$ cat src/rtl/cpu_mem_pkg.sv
// Shared types and sizing helpers for the fetch/data memory port arbiter.
package cpu_mem_pkg;

  // Arbiter FSM states
  typedef enum logic [1:0] {
    IDLE    = 2'd0,
    GRANT_I = 2'd1,
    GRANT_D = 2'd2,
    RESP    = 2'd3
  } arb_state_e;

  // Which CPU port owns the memory for the current transaction
  typedef enum logic {
    GNT_I = 1'b0,
    GNT_D = 1'b1
  } grant_e;

  localparam int unsigned TIMEOUT_DEF    = 16;
  localparam int unsigned STARVE_LIM_DEF = 4;

  // Bits needed to hold values 0..n-1; never less than one bit.
  function automatic int unsigned cnt_w(input int unsigned n);
    return (n <= 2) ? 1 : $clog2(n);
  endfunction

  // Wait counter holds 0..TIMEOUT-1, starve counter holds 0..STARVE_LIM
  localparam int unsigned WAIT_CNT_W   = cnt_w(TIMEOUT_DEF);
  localparam int unsigned STARVE_CNT_W = cnt_w(STARVE_LIM_DEF + 1);

endpackage

$ cat src/rtl/mem_wait_timer.sv
// Wait-cycle timer shared by both grant states. Counts while enabled and
// flags expiry in the cycle its count sits at TIMEOUT-1.
module mem_wait_timer
  import cpu_mem_pkg::*;
#(
  parameter int unsigned TIMEOUT = TIMEOUT_DEF,
  parameter int unsigned CW      = cnt_w(TIMEOUT)
) (
  input  logic clk_i,
  input  logic rst_n,
  input  logic clear_i,
  input  logic en_i,
  output logic expire_o
);

  localparam logic [CW-1:0] LAST = CW'(TIMEOUT - 1);

  logic [CW-1:0] cnt_q;
  logic [CW-1:0] cnt_d;

  // Next count: clear wins, otherwise advance until the terminal value
  always_comb begin
    cnt_d = cnt_q;
    if (clear_i) begin
      cnt_d = '0;
    end else if (en_i && (cnt_q != LAST)) begin
      cnt_d = cnt_q + 1'b1;
    end
  end

  // Count register
  always_ff @(posedge clk_i or negedge rst_n) begin
    if (!rst_n) begin
      cnt_q <= '0;
    end else begin
      cnt_q <= cnt_d;
    end
  end

  assign expire_o = en_i && (cnt_q == LAST);

endmodule

$ cat src/rtl/mem_port_arbiter.sv
// Arbitrates one single-ported memory between the instruction-fetch port and
// the data port. Data has strict priority unless ARB_STARVE_GUARD_EN is
// defined, in which case fetch is forced through after STARVE_LIM back-to-back
// data grants that it was waiting behind.
module mem_port_arbiter
  import cpu_mem_pkg::*;
#(
  parameter int unsigned AW         = 32,
  parameter int unsigned DW         = 32,
  parameter int unsigned TIMEOUT    = TIMEOUT_DEF,
  parameter int unsigned STARVE_LIM = STARVE_LIM_DEF
) (
  input  logic          clk_i,
  input  logic          rst_n,
  // fetch port
  input  logic          if_req_i,
  input  logic [AW-1:0] if_addr_i,
  output logic [DW-1:0] if_rdata_o,
  output logic          if_ready_o,
  // data port
  input  logic          d_req_i,
  input  logic          d_we_i,
  input  logic [AW-1:0] d_addr_i,
  input  logic [DW-1:0] d_wdata_i,
  output logic [DW-1:0] d_rdata_o,
  output logic          d_ready_o,
  // memory side
  output logic          mem_req_o,
  output logic          mem_we_o,
  output logic [AW-1:0] mem_addr_o,
  output logic [DW-1:0] mem_wdata_o,
  input  logic [DW-1:0] mem_rdata_i,
  input  logic          mem_ack_i,
  // status
  output logic          err_o
);

  arb_state_e    state_q;
  grant_e        gnt_q;
  logic          mem_req_q;
  logic          mem_we_q;
  logic [AW-1:0] mem_addr_q;
  logic [DW-1:0] mem_wdata_q;
  logic [DW-1:0] if_rdata_q;
  logic [DW-1:0] d_rdata_q;
  logic          if_ready_q;
  logic          d_ready_q;
  logic          err_q;

  logic          in_grant;
  logic          wait_expire;
  logic          take_d;
  logic          take_i;

  assign in_grant = (state_q == GRANT_I) || (state_q == GRANT_D);

  mem_wait_timer #(
    .TIMEOUT (TIMEOUT)
  ) u_wait_timer (
    .clk_i    (clk_i),
    .rst_n    (rst_n),
    .clear_i  (!in_grant),
    .en_i     (in_grant),
    .expire_o (wait_expire)
  );

`ifdef ARB_STARVE_GUARD_EN
  localparam int unsigned SW = cnt_w(STARVE_LIM + 1);
  localparam logic [SW-1:0] LIM = SW'(STARVE_LIM);

  logic [SW-1:0] starve_q;
  logic [SW-1:0] starve_d;
  logic          force_fetch;

  // Fetch is forced only once it has sat behind LIM data grants and both ports want the memory
  assign force_fetch = d_req_i && if_req_i && (starve_q == LIM);
  assign take_d      = d_req_i && !force_fetch;

  // Starve count: bump on data grants that bypass a waiting fetch, clear on a fetch grant
  always_comb begin
    starve_d = starve_q;
    if (state_q == IDLE) begin
      if (take_d && if_req_i && (starve_q != LIM)) begin
        starve_d = starve_q + 1'b1;
      end else if (take_i) begin
        starve_d = '0;
      end
    end
  end

  // Starve count register
  always_ff @(posedge clk_i or negedge rst_n) begin
    if (!rst_n) begin
      starve_q <= '0;
    end else begin
      starve_q <= starve_d;
    end
  end
`else
  // Strict data priority; the starve limit has no effect in this build
  logic unused_starve_lim;
  assign unused_starve_lim = (STARVE_LIM != 0);
  assign take_d = d_req_i;
`endif

  assign take_i = if_req_i && !take_d;

  // Arbiter FSM with registered memory handshake, read data, ready pulses and error flag
  always_ff @(posedge clk_i or negedge rst_n) begin
    if (!rst_n) begin
      state_q     <= IDLE;
      gnt_q       <= GNT_I;
      mem_req_q   <= 1'b0;
      mem_we_q    <= 1'b0;
      mem_addr_q  <= '0;
      mem_wdata_q <= '0;
      if_rdata_q  <= '0;
      d_rdata_q   <= '0;
      if_ready_q  <= 1'b0;
      d_ready_q   <= 1'b0;
      err_q       <= 1'b0;
    end else begin
      if_ready_q <= 1'b0;
      d_ready_q  <= 1'b0;
      case (state_q)
        IDLE: begin
          if (take_d) begin
            state_q     <= GRANT_D;
            gnt_q       <= GNT_D;
            mem_req_q   <= 1'b1;
            mem_we_q    <= d_we_i;
            mem_addr_q  <= d_addr_i;
            mem_wdata_q <= d_wdata_i;
          end else if (take_i) begin
            state_q     <= GRANT_I;
            gnt_q       <= GNT_I;
            mem_req_q   <= 1'b1;
            mem_we_q    <= 1'b0;
            mem_addr_q  <= if_addr_i;
            mem_wdata_q <= '0;
          end
        end
        GRANT_I, GRANT_D: begin
          // An ack in the expiry cycle still counts as a normal completion
          if (mem_ack_i || wait_expire) begin
            state_q   <= RESP;
            mem_req_q <= 1'b0;
            if (gnt_q == GNT_D) begin
              d_ready_q <= 1'b1;
              if (!mem_we_q) begin
                d_rdata_q <= mem_ack_i ? mem_rdata_i : '0;
              end
            end else begin
              if_ready_q <= 1'b1;
              if_rdata_q <= mem_ack_i ? mem_rdata_i : '0;
            end
            if (!mem_ack_i) begin
              err_q <= 1'b1;
            end
          end
        end
        RESP: begin
          state_q <= IDLE;
        end
        default: begin
          state_q <= IDLE;
        end
      endcase
    end
  end

  assign mem_req_o   = mem_req_q;
  assign mem_we_o    = mem_we_q;
  assign mem_addr_o  = mem_addr_q;
  assign mem_wdata_o = mem_wdata_q;
  assign if_rdata_o  = if_rdata_q;
  assign if_ready_o  = if_ready_q;
  assign d_rdata_o   = d_rdata_q;
  assign d_ready_o   = d_ready_q;
  assign err_o       = err_q;

endmodule

$ cat config.mk
export PLATFORM = sky130hd
export DESIGN_NAME = mem_port_arbiter
export DESIGN_NICKNAME = d
export VERILOG_FILES = /design/src/rtl/cpu_mem_pkg.sv /design/src/rtl/mem_wait_timer.sv /design/src/rtl/mem_port_arbiter.sv
export SDC_FILE = /design/constraint.sdc
export NUM_CORES = 1
export LEC_CHECK = 0
export CAP_MARGIN = 20
export CORE_MARGIN = 4
export CORE_UTILIZATION = 42
export DETAILED_ROUTE_END_ITERATION = 16
export HOLD_SLACK_MARGIN = 0.08
export PLACE_DENSITY_LB_ADDON = 0.12
export SYNTH_ARGS = -nofsm -noshare
export SYNTH_HDL_FRONTEND = slang
export SYNTH_HIERARCHICAL = 1
export SYNTH_SLANG_ARGS = --single-unit
$ cat constraint.sdc
create_clock -name clk_i -period 2.77 [get_ports clk_i]
set_input_delay 0.554 -clock clk_i [delete_from_list [all_inputs] [get_ports clk_i]]
set_output_delay 0.554 -clock clk_i [all_outputs]
set_load 0.01 [all_outputs]
==> impl_results.md, run 1 <==
* Status: completed
* Pint at 7.00 mW
* Setup CP Type: reg -> reg
* Slew @ Worst Pin at 0.461 ns
* DRT Pass-1 Iters at 4
* Pin count of the biggest net entering global routing at 58
* Critical Path AT at around 2.5 ns
* FILL cells at approximately 1000
* CTS tree: yes
* Std-Cell Rows at 43
* Vias after detailed routing at 4676
* All-Layer GR Usage at 0.201
* Post-detail-place hpwl at around 12000 µm
* Pre-CTS WS at a little under 0.6 ns
* Min-delay worst type: in -> async
* Root buf cell: clkbuf_16
* Hold_buf cts at 0
* Hold_ws at 0.0795 ns
* Core Area at 13900 µm²
* Cell area after synthesis at just under 6000 µm²
* IR drop worst, VDD at 0.547 mV
* Max Cap Viol at 0
* Yosys warnings at 6
* Total power at 10.2 mW
* Mean post-synth cell area at 11.7 µm²
* Finish-stage setup viols at 0
* Net switching fraction of the power at 0.311
* Syn nets at approximately 640
* Num ports at about 270
* Final RePlAce weighted congestion at 0.813
* Post-Synthesis Cells at 507
* Max Slew Vio Count at 0
* Area of the multi-input gates at 2250 µm²
* Die Y at 127 µm
* Post-DRT Antenna Nets at 0
* Synth unique cells at 31
* Routed WL per cell at 16.6 µm
* Share of post-route cells with drive strength above 1 at 0.149
* Setup TNS at 0 ns
* Overflow after GRT at 0
* Leakage at approximately 4.3 nW
* Initial antenna violation count at 1
* Final min period at 2.19 ns
* Nets at 909
* Die ar. at 16100 µm²
* Total CTS buffers at 17
* Switching pwr at around 3.2 mW
* Vias in the first global route at 5050
* Final worst slack at 0.580 ns
* Clk pwr share at 0.249
* Highest Clock Rate at between 400 and 500 MHz
* # port buffers at 266
* Clock latency at the later pin of the worst-skew pair at 0.41 ns
* Skew final at 0.00629 ns
* CTS H-Tree Depth at 4
* Setup crit start kind: register
* Post-CTS setup buffers at 0
* Register area at about 3500 µm²
* R2R Path Start: state_q[1]
* R2R cell count at 7
* CP Capture Type: register
* Drt total wl at 16000 µm
* Sequential fraction of the synthesis area at 0.589
* R2R Path End: d_rdata_o[20]
* Area grow syn2layout at 59.3%
* Max transition margin at 0.693
* Comb pwr share at 0.418
* Crit Path Max Fanout at 32
* Die Wd at 127 µm
* Vias per std cell at 4.85
* Crit share post-route at 0.791
* Clock Path Buffers at 2
* Pwr dens at about 1100 nW/µm²
* First-pass GRT wire length at 25700 µm
* Initial Util at 0.428
* Reg2Reg Setup Slack at 0.58 ns
* Final Hold Viols at 0
* Number of remaining DRC errors at 0
* Synthesis-stage register bit count at 140
* Sink Count at 140
* Worst-path clk slew at 0.06 ns
* Number of antenna repair diodes at 0
* Required @ worst endpoint at 3.06 ns
* Post_cts resized at 0
* RSZ-0062 raised after global routing: false
* Iter 0 DRT Violations at 187
* Sequential Power Share at 0.332
## layout make-up
| class | count | share of cell area |
|---|---|---|
| clock buffer | 19 | 0.0468 |
| clock inverter | 12 | 0.0231 |
| inverter | 7 | 0.00277 |
| multi-input combinational | 329 | 0.237 |
| sequential | 140 | 0.370 |
| tap | 180 | 0.0238 |
| timing repair buffer | 277 | 0.296 |
## worst max-delay path, cell delays in order (launching register included)
cell and delay [ns]:
dfrtp_1 0.34, inv_1 0.06, ha_1 0.47, and4_2 0.32
nor2_4 0.07, nor3_4 0.20, buf_12 0.23, mux2_2 0.36
## how the worst max path moves through the flow
| stage | from | to | slack, ns | depth (start not counted) |
|---|---|---|---|---|
| after floorplan | state_q[0] | d_rdata_o[10] | 0.72 | 7 |
| after global placement | state_q[0] | d_rdata_o[3] | 0.64 | 7 |
| after detailed placement | state_q[1] | d_rdata_o[22] | 0.58 | 7 |
| after CTS | state_q[1] | d_rdata_o[22] | 0.57 | 7 |
| after global routing | state_q[0] | d_rdata_o[10] | 0.47 | 7 |
| final | state_q[1] | d_rdata_o[20] | 0.58 | 7 |
## registers in the layout, indices dropped and copies added (netlist names)
| name | flops |
|---|---|
| d_rdata_o | 32 |
| if_rdata_o | 32 |
| mem_addr_o | 32 |
| mem_wdata_o | 32 |
| u_wait_timer/cnt_q | 4 |
| state_q | 2 |
| d_ready_o | 1 |
| err_o | 1 |
| gnt_q | 1 |
| if_ready_o | 1 |
| mem_req_o | 1 |
| mem_we_o | 1 |
## cells in the mapped netlist
library cell  count  area share
mux2_4            1      0.0025
a21oi_1           2      0.0017
mux2_1            3      0.0057
a31o_2            1      0.0015
nor2b_1           2      0.0021
buf_2             9      0.0076
nand4_1           1      0.0011
inv_2             2      0.0013
nor3_1            2      0.0017
nor3_4            2      0.0055
ha_1              3      0.0063
and4_2            1      0.0017
o21ai_0          35       0.029
o21ai_2           1      0.0015
nand3_1          33       0.028
a211oi_1          1      0.0013
and4b_2           1      0.0019
mux2_2           63        0.12
nand2_1         104       0.066
clkbuf_1         14      0.0088
buf_1             2      0.0013
nor3b_1           1      0.0013
dfrtp_1         140        0.59
nor2_4            1      0.0019
a31oi_4           1      0.0036
nor2_1            2      0.0013
inv_1             5      0.0032
nand2b_1          3      0.0032
and2_1           32       0.034
mux2i_1          33       0.056
buf_6             6       0.011
## layer usage
metal / vias up / global-route usage / wire length [µm]
met5: - / 0 / 7
met4: 2 / 0.0770 / 335
met3: 23 / 0.0905 / 1590
met2: 187 / 0.328 / 7810
met1: 2232 / 0.234 / 6230
li1: 2232 / - / -
## cell families after synthesis
kind of cell | synth area share
muxes | 0.183
buffers and inverters | 0.0335
adders and majority gates | 0.00632
AOI/OAI and AO/OA | 0.0389
DFF | 0.589
and+or+nand+nor | 0.149
## stage by stage
stage	cells	cell area, µm²	util
finish	964	9470	0.682
floorplan	507	5940	-
CTS	964	9470	0.682
global route	964	9470	0.682
global placement	933	8810	0.634
detailed placement	933	8810	0.634
## power groups by stage
stage | Sequential (mW) | Combinational [mW] | Clock (mW)
6_report | 3.38 | 4.25 | 2.53
5_1_grt | 3.49 | 4.59 | 2.67
4_1_cts | 3.39 | 4.33 | 2.58
3_5_place_dp | 3.40 | 4.31 | 0
3_3_place_gp | 3.37 | 4.21 | 0
2_1_floorplan | 3.72 | 1.63 | 0
## cell usage in the layout, fill, tap and decap left out, types with 5 or more instances in the layout
cell,count
dfrtp_1,140
clkbuf_16,17
inv_1,5
and2_1,32
nand2_1,104
clkdlybuf4s50_1,264
buf_4,6
o21ai_0,35
mux2i_1,33
bufinv_16,6
buf_12,5
nand3_1,33
mux2_2,63
Power figures use the tool's default switching activity.
==> run 2, diff against run 1 <==
Settings changed: CORE_UTILIZATION 42 to 38.
Clock period 2.77 ns to 2 ns, I/O delays scaled along.
==> run 2 against run 1 <==
Utilization is 5.3 points lower. Clock-buffer cell count rose by 7. Combinational power grew 46%. Register-to-register slack worse by 0.52 ns. Setup slack lost 0.52 ns. Wire length is 6.5% higher. Maximum frequency is 13% higher. Critical path depth grew 1. Clock skew decreased by 0.00060 ns. Critical path type unchanged. Critical endpoint is now d_rdata_o[26].
==> impl_results.md, run 2 (synthesized netlist as in run 1, its figures left out) <==
* Area of the multi-input gates at 2260 µm² (was 2250 µm²)
* Setup CP Type: reg -> reg (unchanged)
* Sink Count at 140 (unchanged)
* Nets at 926 (was 909)
* Crit path from: state_q[1] (unchanged)
* Root buf cell: clkbuf_16 (unchanged)
* Status: completed (unchanged)
* CTS tree: yes (unchanged)
* R2R Path End: d_rdata_o[26] (was d_rdata_o[20])
* Hold_ws at 0.466 ns (was 0.0795 ns)
* Crit Path Max Fanout at 8 (was 32)
* First-pass GRT wire length at 26400 µm (was 25700 µm)
* Final Hold Viols at 0 (unchanged)
* Vias in the first global route at 5114 (was 5050)
* R2R cell count at 8 (was 7)
* Post-DRT Antenna Nets at 0 (unchanged)
* Total CTS buffers at 17 (unchanged)
* Num ports at 267 (unchanged)
* R2R Path Start: state_q[1] (unchanged)
* Most frequent cells in the layout: clkdlybuf4s50_1, dfrtp_1, nand2_1 (unchanged)
* Core Area at 15300 µm² (was 13900 µm²)
* Crit share post-route at 0.970 (was 0.791)
* Number of antenna repair diodes at 0 (unchanged)
* WP depth at 8 (was 7)
* Pint at 9.41 mW (was 7.00 mW)
* Std-Cell Rows at 45 (was 43)
* Required @ worst endpoint at 2.29 ns (was 3.06 ns)
* Pin count of the biggest net entering global routing at 67 (was 58)
* Clock latency at the later pin of the worst-skew pair at 0.41 ns (about the same)
* Clock Path Buffers at 2 (unchanged)
* Worst Path Buf+Inv at 3 (was 2)
* Net switching fraction of the power at 0.322 (was 0.311)
* Worst path cell trace: inv_2, ha_4, and4_4, nor2_4, nor3_4, buf_6, clkbuf_16, mux2_2 (was inv_1, ha_1, and4_2, nor2_4, nor3_4, buf_12, mux2_2)
* Max Cap Viol at 0 (unchanged)
* Min-delay worst type: reg -> reg (was in -> async)
* Final worst slack at 0.0609 ns (was 0.580 ns)
* Critical Path AT at 2.23 ns (was 2.48 ns)
* Drt total wl at 17000 µm (was 16000 µm)
* Finish-stage setup viols at 0 (unchanged)
* Die Y at 133 µm (was 127 µm)
* Routed WL per cell at 16.8 µm (was 16.6 µm)
* DRT Pass-1 Iters at 4 (unchanged)
* CTS H-Tree Depth at 4 (unchanged)
* Family with the most delay on the worst path: simple AND/OR/NAND/NOR gates (unchanged)
* Iter 0 DRT Violations at 213 (was 187)
* CP Capture Point: d_rdata_o[26] (was d_rdata_o[20])
* Comb pwr share at 0.448 (was 0.418)
* Pre-CTS WS at -0.0160 ns (was 0.583 ns)
* Share of post-route cells with drive strength above 1 at 0.166 (was 0.149)
* Max Slew Vio Count at 0 (unchanged)
* Die Wd at 133 µm (was 127 µm)
* Area grow syn2layout at 61.4% (was 59.3%)
* All-Layer GR Usage at 0.190 (was 0.201)
* Slew @ Worst Pin at 0.509 ns (was 0.461 ns)
* Number of remaining DRC errors at 0 (unchanged)
* Clk pwr share at 0.213 (was 0.249)
* Post-detail-place hpwl at 12500 µm (was 11800 µm)
* HP Start: mem_wdata_o[5]
* Max stage delay on crit path at 0.38 ns (was 0.47 ns)
* Final RePlAce weighted congestion at 0.761 (was 0.813)
* FILL cells at 1211 (was 1015)
* Sequential Power Share at 0.339 (was 0.332)
* Total power at 13.9 mW (was 10.2 mW)
* Final min period at 1.94 ns (was 2.19 ns)
* Vias per std cell at 4.72 (was 4.85)
* Setup TNS at 0 ns (unchanged)
* Highest Clock Rate at 516 MHz (was 457 MHz)
* Initial antenna violation count at 0 (was 1)
* Reg2Reg Setup Slack at 0.06 ns (was 0.58 ns)
* Max transition margin at 0.661 (was 0.693)
* Vias after detailed routing at 4780 (was 4676)
* CP Capture Type: register (unchanged)
* Switching pwr at 4.47 mW (was 3.16 mW)
* CP max-delay cell: dfrtp_1 (was ha_1)
* Leakage at 4.34 nW (was 4.30 nW)
* Pwr dens at 1450 nW/µm² (was 1070 nW/µm²)
* IR drop worst, VDD at 0.635 mV (was 0.547 mV)
* Initial Util at 0.390 (was 0.428)
* Most common cell after layout, fill and taps aside: clkdlybuf4s50_1 (unchanged)
* Setup crit start kind: register (unchanged)
* Skew final at 0.00569 ns (was 0.00629 ns)
* Register area at 3500 µm² (unchanged)
* Worst-path clk slew at 0.06 ns (about the same)
* # port buffers at 266 (unchanged)
* Die ar. at 17700 µm² (was 16100 µm²)
* Overflow after GRT at 0 (unchanged)
-- run 2: cell types whose count changed in the layout (fill, tap and decap cells not counted), moves of 2 or more --
cell | previous run | this run
buf_4 | 6 | 18
clkbuf_8 | 1 | 4
buf_6 | 1 | 3
inv_1 | 5 | 3
inv_2 | 2 | 4
bufinv_16 | 6 | 1
clkbuf_1 | 1 | 5
-- run 2: cell type report --
cell class	count	area share
sequential	140	0.365
tap	211	0.0275
clock inverter	6	0.00626
inverter	7	0.00274
clock buffer	26	0.0520
multi-input combinational	329	0.236
timing repair buffer	294	0.311
-- run 2: power by group through the flow --
stage	registers [mW]	logic, mW	clock network, mW
2_1_floorplan	5.16	2.26	0
6_report	4.70	6.22	2.95
4_1_cts	4.71	6.20	3.03
5_1_grt	4.85	6.73	3.15
3_3_place_gp	4.69	5.92	0
3_5_place_dp	4.73	6.08	0
-- run 2: worst min path at each step --
stage	slack (ns)	end	cells past startpoint
2_1_floorplan	0.10	d_rdata_o[0]	0
4_1_cts	0.47	mem_wdata_o[5]	2
3_5_place_dp	0.40	if_rdata_o[16]	1
6_report	0.47	mem_wdata_o[5]	2
5_1_grt	0.49	mem_wdata_o[15]	2
3_3_place_gp	0.39	if_rdata_o[16]	1
-- run 2: tightest hold or removal path: cells and delay by family, from the launching register on --
family | cells | cell delay [ns]
flip-flops | 1 | 0.34
AND/OR/NAND/NOR | 2 | 0.10
-- run 2: routing by layer --
| layer | up-vias | GRT usage | wire length [µm] |
|---|---|---|---|
| met4 | 0 | 0.0704 | 337 |
| met1 | 2276 | 0.217 | 6870 |
| met3 | 26 | 0.0875 | 1660 |
| met5 | - | 0 | 0 |
| li1 | 2278 | - | - |
| met2 | 200 | 0.312 | 8140 |
-- run 2: metrics by stage --
step | instance area [µm²] | util | cells
floorplan | 5950 | - | 507
global placement | 8920 | 0.584 | 973
detailed placement | 8920 | 0.584 | 973
CTS | 9540 | 0.625 | 1009
global route | 9590 | 0.629 | 1013
finish | 9590 | 0.629 | 1013
-- run 2: timing repair --
action                     in CTS  in global routing
resized for setup               3                  4
hold buffers                    1                  0
gates cloned                    1                  1
pin swaps                       1                  2
setup buffers                   2                  3
setup endpoints to repair      64                 38
hold endpoints to repair       47                  0
==> run 3, diff against run 2 <==
Settings changed: RECOVER_POWER set to 25.
==> run 3 against run 2 <==
Wire length barely moved. Clock skew did not move. Cell count did not move. Utilization fell by 0.19 points. Combinational power barely moved. Register-to-register slack barely moved. Critical path type unchanged. Highest routed layer unchanged. Non-clock buffer count did not move.
==> impl_results.md, run 3 (synthesized netlist as in run 1, its figures left out) <==
* Die ar. at 17700 µm² (unchanged)
* FILL cells at 1218 (was 1211)
* Total CTS buffers at 17 (unchanged)
* CTS tree: yes (unchanged)
* Initial Util at 0.390 (unchanged)
* Fin area at 9570 µm² (was 9590 µm²)
* Max Cap Viol at 0 (unchanged)
* Setup CP Type: reg -> reg (unchanged)
* Post-detail-place hpwl at 12500 µm (unchanged)
* Reg2Reg Setup Slack at 0.06 ns (about the same)
* Max Slew Vio Count at 0 (unchanged)
* First-pass GRT wire length at 26400 µm (unchanged)
* R2R Path Start: state_q[1] (unchanged)
* CTS H-Tree Depth at 4 (unchanged)
* Final min period at 1.94 ns (unchanged)
* Most frequent cells in the layout: clkdlybuf4s50_1, dfrtp_1, nand2_1 (unchanged)
* Clk pwr share at 0.213 (about the same)
* Overflow after GRT at 0 (unchanged)
* Most common cell after layout, fill and taps aside: clkdlybuf4s50_1 (unchanged)
* Die Y at 133 µm (unchanged)
* Num ports at 267 (unchanged)
* Critical Path AT at 2.23 ns (about the same)
* Crit path from: state_q[1] (unchanged)
* Pint at 9.40 mW (was 9.41 mW)
* Post-layout util at 0.627 (was 0.629)
* Sequential Power Share at 0.339 (about the same)
* Vias in the first global route at 5114 (unchanged)
* Area grow syn2layout at 60.9% (was 61.4%)
* Status: completed (unchanged)
* Share of post-route cells with drive strength above 1 at 0.166 (unchanged)
* Final RePlAce weighted congestion at 0.761 (unchanged)
* CP Capture Point: d_rdata_o[26] (unchanged)
* Vias per std cell at 4.72 (about the same)
* Core Area at 15300 µm² (unchanged)
* Leakage at 4.33 nW (was 4.34 nW)
* Std-Cell Rows at 45 (unchanged)
* DRT Pass-1 Iters at 4 (unchanged)
* Comb pwr share at 0.448 (about the same)
* Crit Path Max Fanout at 8 (unchanged)
* Switching pwr at 4.47 mW (about the same)
* IR drop worst, VDD at 0.635 mV (about the same)
* Routed WL per cell at 16.8 µm (about the same)
* Post-place instance area at 8920 µm² (unchanged)
* Vias after detailed routing at 4779 (was 4780)
* Root buf cell: clkbuf_16 (unchanged)
* Finish-stage setup viols at 0 (unchanged)
* Clock latency at the later pin of the worst-skew pair at 0.41 ns (about the same)
* Clock Path Buffers at 2 (unchanged)
* Setup TNS at 0 ns (unchanged)
* Number of remaining DRC errors at 0 (unchanged)
* Net switching fraction of the power at 0.322 (about the same)
* Worst-path clk slew at 0.06 ns (about the same)
* Iter 0 DRT Violations at 213 (unchanged)
* # port buffers at 266 (unchanged)
* Skew final at 0.00569 ns (unchanged)
* Min-delay worst type: reg -> reg (unchanged)
* Slew @ Worst Pin at 1.18 ns (was 0.509 ns)
* Setup crit start kind: register (unchanged)
* Sink Count at 140 (unchanged)
* Required @ worst endpoint at 2.29 ns (about the same)
* Nets at 926 (unchanged)
* Max transition margin at 0.211 (was 0.661)
* CP Capture Type: register (unchanged)
* Pin count of the biggest net entering global routing at 67 (unchanged)
* R2R Path End: d_rdata_o[26] (unchanged)
* Final Hold Viols at 0 (unchanged)
* Number of antenna repair diodes at 0 (unchanged)
* All-Layer GR Usage at 0.190 (unchanged)
* Hold_ws at 0.466 ns (unchanged)
* R2R cell count at 8 (unchanged)
* Highest Clock Rate at 516 MHz (unchanged)
* Die Wd at 133 µm (unchanged)
* Initial antenna violation count at 0 (unchanged)
* Post-DRT Antenna Nets at 0 (unchanged)
* Drt total wl at 17000 µm (about the same)
* Crit share post-route at 0.970 (unchanged)
* Pwr dens at 1450 nW/µm² (about the same)
run 3: worst max-delay path, cell delays in order, from the launching register on:
cell and delay [ns]:
dfrtp_1 0.38, inv_2 0.07, ha_4 0.27, and4_4 0.25
nor2_4 0.05, nor3_4 0.15, buf_6 0.16, clkbuf_16 0.16
mux2_2 0.33
run 3: worst min path at each step:
stage	start	endpoint	slack, ns	depth (start not counted)
final	mem_wdata_o[5]	mem_wdata_o[5]	0.47	2
after global routing	mem_wdata_o[15]	mem_wdata_o[15]	0.49	2
after CTS	mem_wdata_o[5]	mem_wdata_o[5]	0.47	2
after detailed placement	rst_n	if_rdata_o[16]	0.40	1
after global placement	rst_n	if_rdata_o[16]	0.39	1
after floorplan	rst_n	d_rdata_o[0]	0.10	0
run 3: power groups by stage:
stage	Sequential, mW	Clock [mW]	Combinational, mW
2_1_floorplan	5.16	0	2.26
3_3_place_gp	4.69	0	5.92
3_5_place_dp	4.73	0	6.08
4_1_cts	4.71	3.03	6.20
5_1_grt	4.85	3.15	6.72
6_report	4.70	2.95	6.21
run 3: area by class of cell:
class	count	area, µm²	area share
clock buffers	26	499	0.0522
clock inverters	6	60.1	0.00628
inverters	7	26.3	0.00275
multi-input cells	329	2260	0.236
flip-flops and latches	140	3500	0.366
well taps	211	264	0.0276
repair buffers	294	2950	0.308
run 3: metrics by stage:
stage                     instances  power, mW  setup slack [ns]
final                          1013       13.9            0.0609
after global routing           1013       14.7           -0.0323
after CTS                      1009       13.9            0.0182
after detailed placement        973       10.8           -0.0160
after global placement          973       10.6            0.0655
after floorplan                 507       7.42            0.0138
run 3: repair_timing:
item	in CTS	in global routing
setup endpoints to repair	64	38
hold endpoints to repair	47	0
setup buffers	2	3
hold buffers	1	0
cloned	1	1
pin swaps	1	2
gates resized for setup	3	4
run 3: per-layer routing:
| metal | vias to the layer above | share of wire | track usage | wire length [µm] |
|---|---|---|---|---|
| met3 | 26 | 0.097 | 0.0875 | 1660 |
| met2 | 200 | 0.48 | 0.312 | 8140 |
| met1 | 2275 | 0.40 | 0.217 | 6870 |
| li1 | 2278 | - | - | - |
| met5 | - | 0 | 0 | 0 |
| met4 | 0 | 0.020 | 0.0704 | 337 |
